==> src/rtl/triangle_setup_if.sv <==
// triangle_setup_if: triangle input bus into the setup stage.
// Handshake: the master holds tri_valid and the vertex/color fields steady
// while offering a triangle; a transfer happens on every rising clock edge
// where tri_valid && tri_ready are both high. The fields are don't-care
// whenever tri_ready is low, and tri_valid may be held high across a busy
// period without being taken.
interface triangle_setup_if;
    logic        tri_valid;
    logic        tri_ready;
    logic [8:0]  vx0, vx1, vx2;
    logic [7:0]  vy0, vy1, vy2;
    logic [15:0] vz0, vz1, vz2;
    logic [7:0]  tri_color;

    modport master (
        output tri_valid, vx0, vx1, vx2, vy0, vy1, vy2, vz0, vz1, vz2, tri_color,
        input  tri_ready
    );

    modport slave (
        input  tri_valid, vx0, vx1, vx2, vy0, vy1, vy2, vz0, vz1, vz2, tri_color,
        output tri_ready
    );
endinterface

==> src/rtl/triangle_setup.sv <==
// triangle_setup: per-triangle setup ahead of the rasterizer. Latches one
// triangle, derives edge equations, bounding box, paired depths and the Q24
// reciprocal of twice the signed area, then launches the rasterizer and holds
// every result until the rasterizer reports done.
// Optional build macro BACKFACE_CULL_EN: when defined, negative-area
// triangles are dropped instead of being flipped and rasterized.
module triangle_setup #(
    parameter int SCREEN_W = 320,
    parameter int SCREEN_H = 240,
    parameter int DIV_BITS = 25
) (
    input  logic               clk,
    input  logic               rst,
    triangle_setup_if.slave    tri_in,
    output logic signed [8:0]  a1, b1, a2, b2, a3, b3,
    output logic signed [17:0] c1, c2, c3,
    output logic [8:0]         bbxi, bbxf,
    output logic [7:0]         bbyi, bbyf,
    output logic [15:0]        z1, z2, z3,
    output logic [31:0]        inv_area,
    output logic [7:0]         color,
    output logic               rasterizer_start,
    input  logic               rasterizer_done,
    output logic [15:0]        tri_count,
    output logic [15:0]        drop_count,
    output logic [2:0]         state_dbg
);

    localparam int                CNT_W    = $clog2(DIV_BITS);
    localparam logic [CNT_W-1:0]  CNT_LAST = CNT_W'(DIV_BITS - 1);
    localparam logic [8:0]        X_LIM    = 9'(SCREEN_W);
    localparam logic [7:0]        Y_LIM    = 8'(SCREEN_H);

    typedef enum logic [2:0] {
        IDLE      = 3'd0,
        SETUP1    = 3'd1,
        SETUP2    = 3'd2,
        CHECK     = 3'd3,
        DIVIDE    = 3'd4,
        ISSUE     = 3'd5,
        WAIT_DONE = 3'd6
    } state_t;

    state_t state_q, state_d;

    // Latched vertex coordinates.
    logic [8:0] vx0_q, vx1_q, vx2_q;
    logic [7:0] vy0_q, vy1_q, vy2_q;

    // Raw b values keep one extra bit so out-of-range edges can be detected.
    logic signed [9:0]  b1_q, b2_q, b3_q;
    logic signed [18:0] p1_q, p2_q, area2_q;

    // Divider state: quo_q starts as the dividend and fills with quotient bits.
    logic [DIV_BITS-1:0] quo_q;
    logic [18:0]         rem_q, divisor_q;
    logic [CNT_W-1:0]    div_cnt_q;
    logic [19:0]         rem_shift;
    logic                div_ge;

    logic signed [19:0] sx0, sx1, sx2, sy0, sy1, sy2;
    logic               accept, coord_bad, b_bad, cull_drop, drop;

    function automatic logic [8:0] min3(input logic [8:0] p, input logic [8:0] q, input logic [8:0] r);
        logic [8:0] m;
        m = (p < q) ? p : q;
        return (m < r) ? m : r;
    endfunction

    function automatic logic [8:0] max3(input logic [8:0] p, input logic [8:0] q, input logic [8:0] r);
        logic [8:0] m;
        m = (p > q) ? p : q;
        return (m > r) ? m : r;
    endfunction

    function automatic logic b_out(input logic signed [9:0] b);
        return (b > 10'sd255) || (b < -10'sd255);
    endfunction

    assign sx0 = 20'(vx0_q);
    assign sx1 = 20'(vx1_q);
    assign sx2 = 20'(vx2_q);
    assign sy0 = 20'(vy0_q);
    assign sy1 = 20'(vy1_q);
    assign sy2 = 20'(vy2_q);

    assign b1 = b1_q[8:0];
    assign b2 = b2_q[8:0];
    assign b3 = b3_q[8:0];

    assign state_dbg = state_q;
    assign accept    = (state_q == IDLE) && tri_in.tri_valid;

    assign rem_shift = {rem_q, quo_q[DIV_BITS-1]};
    assign div_ge    = rem_shift >= {1'b0, divisor_q};

    // Rejection conditions evaluated in CHECK from values settled in SETUP1/SETUP2.
    always_comb begin
        coord_bad = (vx0_q >= X_LIM) || (vx1_q >= X_LIM) || (vx2_q >= X_LIM) ||
                    (vy0_q >= Y_LIM) || (vy1_q >= Y_LIM) || (vy2_q >= Y_LIM);
        b_bad     = b_out(b1_q) || b_out(b2_q) || b_out(b3_q);
`ifdef BACKFACE_CULL_EN
        cull_drop = area2_q[18];
`else
        cull_drop = 1'b0;
`endif
        drop      = coord_bad || (area2_q == 19'sd0) || b_bad || cull_drop;
    end

    // FSM state register.
    always_ff @(posedge clk or negedge rst) begin
        if (!rst) state_q <= IDLE;
        else      state_q <= state_d;
    end

    // FSM next-state and handshake/launch outputs.
    always_comb begin
        state_d          = state_q;
        tri_in.tri_ready = 1'b0;
        rasterizer_start = 1'b0;
        case (state_q)
            IDLE: begin
                tri_in.tri_ready = 1'b1;
                if (tri_in.tri_valid) state_d = SETUP1;
            end
            SETUP1:    state_d = SETUP2;
            SETUP2:    state_d = CHECK;
            CHECK:     state_d = drop ? IDLE : DIVIDE;
            DIVIDE:    if (div_cnt_q == CNT_LAST) state_d = ISSUE;
            ISSUE: begin
                rasterizer_start = 1'b1;
                state_d          = WAIT_DONE;
            end
            WAIT_DONE: if (rasterizer_done) state_d = IDLE;
            default:   state_d = IDLE;
        endcase
    end

    // Setup datapath: latch, edge equations, area/bbox, sign fix-up, divider, counters.
    always_ff @(posedge clk or negedge rst) begin
        if (!rst) begin
            vx0_q <= '0; vx1_q <= '0; vx2_q <= '0;
            vy0_q <= '0; vy1_q <= '0; vy2_q <= '0;
            a1 <= '0; a2 <= '0; a3 <= '0;
            b1_q <= '0; b2_q <= '0; b3_q <= '0;
            c1 <= '0; c2 <= '0; c3 <= '0;
            p1_q <= '0; p2_q <= '0; area2_q <= '0;
            bbxi <= '0; bbxf <= '0; bbyi <= '0; bbyf <= '0;
            z1 <= '0; z2 <= '0; z3 <= '0;
            color <= '0;
            inv_area <= '0;
            quo_q <= '0; rem_q <= '0; divisor_q <= '0; div_cnt_q <= '0;
            tri_count <= '0;
            drop_count <= '0;
        end else begin
            case (state_q)
                IDLE: begin
                    if (accept) begin
                        vx0_q <= tri_in.vx0; vx1_q <= tri_in.vx1; vx2_q <= tri_in.vx2;
                        vy0_q <= tri_in.vy0; vy1_q <= tri_in.vy1; vy2_q <= tri_in.vy2;
                        // Each depth belongs to the vertex opposite its edge.
                        z1    <= tri_in.vz2;
                        z2    <= tri_in.vz0;
                        z3    <= tri_in.vz1;
                        color <= tri_in.tri_color;
                    end
                end
                SETUP1: begin
                    a1   <= 9'(sy0 - sy1);
                    b1_q <= 10'(sx1 - sx0);
                    c1   <= 18'(sx0 * sy1 - sx1 * sy0);
                    a2   <= 9'(sy1 - sy2);
                    b2_q <= 10'(sx2 - sx1);
                    c2   <= 18'(sx1 * sy2 - sx2 * sy1);
                    a3   <= 9'(sy2 - sy0);
                    b3_q <= 10'(sx0 - sx2);
                    c3   <= 18'(sx2 * sy0 - sx0 * sy2);
                    p1_q <= 19'((sx1 - sx0) * (sy2 - sy0));
                    p2_q <= 19'((sx2 - sx0) * (sy1 - sy0));
                end
                SETUP2: begin
                    area2_q <= p1_q - p2_q;
                    bbxi    <= min3(vx0_q, vx1_q, vx2_q);
                    bbxf    <= max3(vx0_q, vx1_q, vx2_q);
                    bbyi    <= 8'(min3(9'(vy0_q), 9'(vy1_q), 9'(vy2_q)));
                    bbyf    <= 8'(max3(9'(vy0_q), 9'(vy1_q), 9'(vy2_q)));
                end
                CHECK: begin
                    if (drop) begin
                        drop_count <= drop_count + 16'd1;
                    end else begin
                        // Clockwise winding: flip every edge so interior pixels give E >= 0.
                        if (area2_q[18]) begin
                            a1 <= -a1; a2 <= -a2; a3 <= -a3;
                            b1_q <= -b1_q; b2_q <= -b2_q; b3_q <= -b3_q;
                            c1 <= -c1; c2 <= -c2; c3 <= -c3;
                        end
                        divisor_q <= area2_q[18] ? 19'(-area2_q) : 19'(area2_q);
                        rem_q     <= '0;
                        quo_q     <= {1'b1, {(DIV_BITS-1){1'b0}}};
                        div_cnt_q <= '0;
                    end
                end
                DIVIDE: begin
                    quo_q     <= {quo_q[DIV_BITS-2:0], div_ge};
                    rem_q     <= div_ge ? 19'(rem_shift - {1'b0, divisor_q}) : rem_shift[18:0];
                    div_cnt_q <= div_cnt_q + 1'b1;
                    if (div_cnt_q == CNT_LAST) inv_area <= 32'({quo_q[DIV_BITS-2:0], div_ge});
                end
                ISSUE: tri_count <= tri_count + 16'd1;
                default: ;
            endcase
        end
    end

endmodule
==> src/flat_wrapper.sv <==
// flat-port wrapper written by rule: the top's interface ports become plain ports
module triangle_setup_flat 
#(
    parameter int SCREEN_W = 320,
    parameter int SCREEN_H = 240,
    parameter int DIV_BITS = 25
)
  (clk, rst, a1, b1, a2, b2, a3, b3, c1, c2, c3, bbxi, bbxf, bbyi, bbyf, z1, z2, z3, inv_area, color, rasterizer_start, rasterizer_done, tri_count, drop_count, state_dbg, tri_in_tri_valid, tri_in_vx0, tri_in_vx1, tri_in_vx2, tri_in_vy0, tri_in_vy1, tri_in_vy2, tri_in_vz0, tri_in_vz1, tri_in_vz2, tri_in_tri_color, tri_in_tri_ready);
  triangle_setup_if tri_in_i ();
  input  logic clk;
  input  logic rst;
  output logic signed [8:0] a1;
  output logic signed [8:0] b1;
  output logic signed [8:0] a2;
  output logic signed [8:0] b2;
  output logic signed [8:0] a3;
  output logic signed [8:0] b3;
  output logic signed [17:0] c1;
  output logic signed [17:0] c2;
  output logic signed [17:0] c3;
  output logic [8:0] bbxi;
  output logic [8:0] bbxf;
  output logic [7:0] bbyi;
  output logic [7:0] bbyf;
  output logic [15:0] z1;
  output logic [15:0] z2;
  output logic [15:0] z3;
  output logic [31:0] inv_area;
  output logic [7:0] color;
  output logic rasterizer_start;
  input  logic rasterizer_done;
  output logic [15:0] tri_count;
  output logic [15:0] drop_count;
  output logic [2:0] state_dbg;
  input wire logic [$bits(tri_in_i.tri_valid)-1:0] tri_in_tri_valid;
  input wire logic [$bits(tri_in_i.vx0)-1:0] tri_in_vx0;
  input wire logic [$bits(tri_in_i.vx1)-1:0] tri_in_vx1;
  input wire logic [$bits(tri_in_i.vx2)-1:0] tri_in_vx2;
  input wire logic [$bits(tri_in_i.vy0)-1:0] tri_in_vy0;
  input wire logic [$bits(tri_in_i.vy1)-1:0] tri_in_vy1;
  input wire logic [$bits(tri_in_i.vy2)-1:0] tri_in_vy2;
  input wire logic [$bits(tri_in_i.vz0)-1:0] tri_in_vz0;
  input wire logic [$bits(tri_in_i.vz1)-1:0] tri_in_vz1;
  input wire logic [$bits(tri_in_i.vz2)-1:0] tri_in_vz2;
  input wire logic [$bits(tri_in_i.tri_color)-1:0] tri_in_tri_color;
  output wire logic [$bits(tri_in_i.tri_ready)-1:0] tri_in_tri_ready;
  assign tri_in_i.tri_valid = tri_in_tri_valid;
  assign tri_in_i.vx0 = tri_in_vx0;
  assign tri_in_i.vx1 = tri_in_vx1;
  assign tri_in_i.vx2 = tri_in_vx2;
  assign tri_in_i.vy0 = tri_in_vy0;
  assign tri_in_i.vy1 = tri_in_vy1;
  assign tri_in_i.vy2 = tri_in_vy2;
  assign tri_in_i.vz0 = tri_in_vz0;
  assign tri_in_i.vz1 = tri_in_vz1;
  assign tri_in_i.vz2 = tri_in_vz2;
  assign tri_in_i.tri_color = tri_in_tri_color;
  assign tri_in_tri_ready = tri_in_i.tri_ready;
  triangle_setup #(.SCREEN_W(SCREEN_W), .SCREEN_H(SCREEN_H), .DIV_BITS(DIV_BITS)) u_core (.clk(clk), .rst(rst), .tri_in(tri_in_i), .a1(a1), .b1(b1), .a2(a2), .b2(b2), .a3(a3), .b3(b3), .c1(c1), .c2(c2), .c3(c3), .bbxi(bbxi), .bbxf(bbxf), .bbyi(bbyi), .bbyf(bbyf), .z1(z1), .z2(z2), .z3(z3), .inv_area(inv_area), .color(color), .rasterizer_start(rasterizer_start), .rasterizer_done(rasterizer_done), .tri_count(tri_count), .drop_count(drop_count), .state_dbg(state_dbg));
endmodule
==> config.mk <==
export PLATFORM = sky130hd
export DESIGN_NAME = triangle_setup_flat
export DESIGN_NICKNAME = d
export VERILOG_FILES = /design/src/rtl/triangle_setup_if.sv /design/src/rtl/triangle_setup.sv /design/src/flat_wrapper.sv
export SDC_FILE = /design/constraint.sdc
export NUM_CORES = 2
export LEC_CHECK = 0
export CAP_MARGIN = 20
export CORE_MARGIN = 3
export CORE_UTILIZATION = 25
export CTS_BUF_LIST = sky130_fd_sc_hd__clkbuf_2 sky130_fd_sc_hd__clkbuf_4 sky130_fd_sc_hd__clkbuf_8
export CTS_CLUSTER_DIAMETER = 150
export DETAILED_ROUTE_END_ITERATION = 10
export SYNTH_ARGS = -nofsm -noshare
export SYNTH_HDL_FRONTEND = slang
export SYNTH_SLANG_ARGS = --single-unit
==> constraint.sdc <==
create_clock -name clk -period 18.88 [get_ports clk]
set_clock_uncertainty 0.15 [all_clocks]
set_input_delay 2.832 -clock clk [delete_from_list [all_inputs] [get_ports clk]]
set_output_delay 2.832 -clock clk [all_outputs]
set_load 0.02 [all_outputs]
* Yosys cells after proc, flatten, opt, wreduce, memory -nomap -nowiden *
Index checks and enable logic that the tools add are counted.
Widths: inputs -> output; s select.

operators by class
  divide/modulo/power cells = 0
  bitwise operators = 1
  magnitude comparators = 21
  add/subtract/negate cells = 26
  reduce and logical (&&, ||, !) cells = 24
  equality and inequality tests = 12
  multiply operators = 8
  shifts and indexed selects = 0
  multiplexer cells = 50

operator list
  cell                   number
  $mux 18                6
  $pmux 18 s2            3
  $mul 9x8->17           6
  $mux 9                 10
  $mux 10                6
  $pmux 10 s2            3
  $mux 19                3
  $neg 18->18            3
  $pmux 9 s2             3
  $sub 18x18->18         3
  $pmux 25 s2            1
  $mul 20x20->19         2
  $sub 9x9->10           4
  $pmux 19 s2            1
  $sub 19x19->19         2
  $sub 8x8->9            4
  $add 16x1->16 const B  2
  $mux 8                 4
  $gt 10x9->1 const B    3
  $lt 10x9->1 const B    3
  $neg 10->10            3
  $ge 9x9->1 const B     3
  $neg 9->9              3
  $mux 25                1
  29 further kinds       60

storage, ports and cells
  bits in registers = 437
  latch bits = 0
  input bits = 111
  bits in writable memories = 0
  ROM bits = 0
  memories kept = 0
  output and inout port bits = 267

* Longest topological paths before layout *
  word-level depth = 10
  depth in mapped cells = 30
  mapped depth without buffers = 28

* Least setup slack after synthesis *
OpenSTA, ideal clock, no wires.

  path type = register to register
  from = reg u_core.vy1_q[1]
  to = reg u_core.p2_q[17]
  buffers on the path = 3
  cell stages (with the launch flop) = 30
  clock period less this slack = 7.159 ns
  setup slack = 11.721 ns
  setup time = 0.133 ns
  arrival = 6.876 ns
  required time = 18.597 ns
  cell sequence = dfrtp_1 > inv_1 > clkbuf_1 > clkbuf_1 > ha_1 > nor2b_1 > o21ai_0 > nand2b_1 > a21o_1 > a21o_1 > a31oi_1 > xor2_1 > clkbuf_1 > or2_2 > fa_1 > fa_1 > inv_1 > fa_1 > fa_1 > inv_1 > fa_1 > inv_1 > ha_1 > a21oi_1 > nor2b_1 > o41a_1 > a21boi_0 > a21oi_1 > xnor2_1 > o21ai_0

between the ends
  cells in the longest elaborated chain, start to end = 2

ends and longest elaborated chain
  element                 RTL line               source
  from (decl)             triangle_setup.sv:48   logic [7:0] vy0_q, vy1_q, vy2_q;
  from (signal assigned)  triangle_setup.sv:160  vy0_q <= tri_in.vy0; vy1_q <= tri_in.vy1; vy2_q <= tri_in.vy2;
  $sub 8x8->9             triangle_setup.sv:179  p2_q <= 19'((sx2 - sx0) * (sy1 - sy0));
  $mul 20x20->19          triangle_setup.sv:179
  to (signal assigned)    triangle_setup.sv:179
  to (decl)               triangle_setup.sv:52   logic signed [18:0] p1_q, p2_q, area2_q;

No other way between the ends.
A chain may end at the register's enable or synchronous reset.

* Final worst setup path *
  from = reg u_core.vy0_q[1]
  to = reg u_core.p1_q[17]

between the ends
  cells in the longest elaborated chain, start to end = 2

ends and longest elaborated chain
  element                 RTL line               source
  from (decl)             triangle_setup.sv:48
  from (signal assigned)  triangle_setup.sv:160
  $sub 8x8->9             triangle_setup.sv:178  p1_q <= 19'((sx1 - sx0) * (sy2 - sy0));
  $mul 20x20->19          triangle_setup.sv:178
  to (signal assigned)    triangle_setup.sv:178
  to (decl)               triangle_setup.sv:52

No other way between the ends.

==> metrics.md <==
| Metric | Value |
|---|---|
| Outcome | `completed` |
| Synthesized flop and latch total | `437` |
| Clk buf depth | `3` |
| First-pass GRT wire length | `255000 um` |
| Wirelength, routed | `171000 um` |
| Num ports | `378` |
| Clock root cell | `clkbuf_8` |
| Standard-cell row count | `158` |
| Hpwl dp | `133000 um` |
| Final setup viols | `0` |
| GRT overflow | `0` |
| Initial core utilization | `0.253` |
| Post-layout instance area | `~0.055 mm^2` |
| Routed vias | `40400` |
| Synth top area share | `0.232` |
| Number of global-route vias before repair | `40600` |
| CP max FO | `22` |
| First-pass DRT Iterations | `5` |
| Distinct cells, synth | `between 80 and 90` |
| Final period utilization | `0.441` |
| Die span in y | `441 um` |
| Top FF cell, synth | `dfrtp_1` |
| Clock Sinks | `437` |
| Sequential area share after synthesis | `0.232` |
| Final Max Slew Viols | `0` |
| Post-synth EDFFs | `0` |
| Routed Antenna Nets | `0` |
| RSZ-0062 raised after global routing | `false` |
| # DRC | `0` |
| Yosys warning total | `0` |
| Worst EP arrival | `about 8.8 ns` |
| Max Cap Viol | `0` |
| Worst-path clk slew | `~0.06 ns` |
| Top cells by area, synth | `dfrtp_1 (23%), fa_1 (18%), ha_1 (13%), inv_1 (5.6%), nor2_1 (5.1%)` |
| Startpoint types | `flip-flop` |
| Synth cell count leaders | `inv_1 (705), nor2_1 (645), nand2_1 (560)` |
| Worst path cell trace | `clkinv_1 -> fa_1 -> a21o_1 -> a21oi_1 -> o21bai_1 -> a21oi_1 -> xor2_1 -> nand2b_1 -> fa_1 -> fa_1 -> inv_1 -> fa_1 -> fa_1 -> inv_1 -> fa_1 -> inv_1 -> ha_1 -> a21oi_1 -> nor2b_1 -> o41a_1 -> a21boi_0 -> a21oi_1 -> xnor2_1 -> o21ai_0` |
| FFs w/ async S/R, synth | `1.00` |
| Drt wl/cell | `just over 20 um` |
| Area delta synth->final | `17.3%` |
| Mapped Area | `0.0472 mm^2` |
| Fraction of layout cells with a size suffix above 1 | `0.0589` |
| Worst-Skew Late Latency | `0.83 ns` |
| CTS buffer count | `84` |
| Drt via density | `4.86` |
| Initial antenna violation count | `9` |
| Leading area contributor after synthesis | `dfrtp_1` |
| Least-Margin Pin Slew | `about 1.1 ns` |
| CP endpoint kind | `flip-flop` |
| 1st-iter DRT viols | `2921` |
| Mapped Cells | `5495` |
| CTS-repair resized insts | `0` |
| Critical Path RT | `19.39 ns` |
| Placed inst area | `0.0535 mm^2` |
| Critical path's slowest cell | `clkinv_1` |
| Fin Setup TNS | `0 ns` |
| CTS tree | `built` |
| Relative slew slack | `0.245` |
| Crit Path Category | `reg -> reg` |
| DIE WIDTH | `441 um` |
| Max frequency | `0.120 GHz` |
| Nets | `6795` |
| Total GRT Usage | `0.174` |
| # port buffers | `between 300 and 400` |
| GPL Wtd Cong | `0.966` |
| Slowest stage delay, CP | `slightly above 0.8 ns` |
| Hold Crit Class | `reg -> reg` |
| Final Critical Period | `8.33 ns` |
| Final hold violations | `0` |
| Top-count cell post-synth | `inv_1` |
| Crit-path most repeated cell | `fa_1` |
| Setup bufs post-CTS | `0` |
| H-tree depth | `3` |
| Syn Area/Cell | `8.59 um^2` |
| Post-CTS Hold Buffers | `0` |
| Largest net degree at the start of global routing | `137` |
| Die ar. | `0.194 mm^2` |
| Core Region | `0.187 mm^2` |
==> state kept, by name, indices dropped and copies added, names as in the netlist, 10 cells and up <==
register           count
u_core.rem_q          19
u_core.z3             16
u_core.tri_count      16
u_core.p2_q           19
u_core.divisor_q      19
u_core.inv_area       25
u_core.b1_q           10
u_core.p1_q           19
u_core.c2             18
u_core.quo_q          25
u_core.z1             16
u_core.area2_q        19
u_core.drop_count     16
u_core.c1             18
u_core.b3_q           10
u_core.c3             18
u_core.b2_q           10
u_core.z2             16
==> per-layer routing <==
layer	GRT usage	part of all wire	vias to the layer above
met4	0.114	0.076	4
met2	0.298	0.49	1370
met1	0.198	0.37	20000
met5	0	0.00016	-
li1	-	-	18600
met3	0.0310	0.063	427
==> critical path, delay by kind of cell, from the launching register on <==
| kind | cells | cell delay, ns |
|---|---|---|
| AND/OR/NAND/NOR | 2 | 0.32 |
| flip-flops | 1 | 0.49 |
| buffers and inverters | 4 | 0.99 |
| XOR/XNOR | 2 | 0.89 |
| adder cells (fa/ha/maj) | 7 | 3.47 |
| AO/OA/AOI/OAI | 9 | 1.88 |
==> per-stage QoR <==
step | utilization | setup WS, ns | instances | hold WS (ns)
2_1_floorplan | - | 11.72 | 5501 | 0.300
3_3_place_gp | 0.286 | 10.87 | 8154 | 0.316
3_5_place_dp | 0.286 | 10.71 | 8154 | 0.320
4_1_cts | 0.297 | 10.70 | 8299 | 0.330
5_1_grt | 0.297 | 10.11 | 8303 | 0.353
6_report | 0.297 | 10.55 | 8304 | 0.327
==> final timing paths <==
kind	endpoint	cells past startpoint	from	slack (ns)
min reg2reg	u_core.bbxi[6]	2	u_core.bbxi[6]	0.33
max reg2reg	u_core.p1_q[17]	24	u_core.vy0_q[1]	10.55
max in group asynchronous	u_core.vx0_q[5]	3	rst	14.42
min in group asynchronous	u_core.divisor_q[1]	1	rst	1.95
max	u_core.p1_q[17]	24	u_core.vy0_q[1]	10.55
min	u_core.bbxi[6]	2	u_core.bbxi[6]	0.33
==> kinds of logic (layout without fill, tap and decap cells) <==
kind of cell             Yosys count  in the layout  synth area share
XOR/XNOR                         278            278            0.0516
other                              1             11         0.0000794
AND/OR/NAND/NOR                 1728           1728             0.162
multiplexers                     150            150            0.0340
flip-flops                       437            437             0.232
AO/OA/AOI/OAI                   1002           1002             0.128
buffers and inverters            976           1295            0.0812
adder cells (fa/ha/maj)          923            923             0.311
==> placed cells by master, fill, tap and decap left out, types with 67 or more instances in the layout <==
cell and n:
inv_1 705, nor2_1 640, nand2_1 558, ha_1 503, dfrtp_1 437, fa_1 420
o21ai_0 382, clkdlybuf4s50_1 369, a21oi_1 233, xnor2_1 180, nor3_1 111, clkbuf_8 99
xor2_1 98, mux2_2 85, nand3_1 82, a21o_1 71, nor2b_1 67
==> layout make-up <==
class | count | area, um^2
inverters | 718 | 2700
repair buffers | 432 | 4190
clock inverters | 28 | 417
fillers | 19800 | 131000
flip-flops and latches | 437 | 10900
well taps | 2480 | 3100
multi-input cells | 4088 | 32500
diodes | 4 | 10.0
clock buffers | 117 | 1500
Power is not shown: default switching activity piles up to over one toggle a cycle in this logic, so the estimate is an artifact.
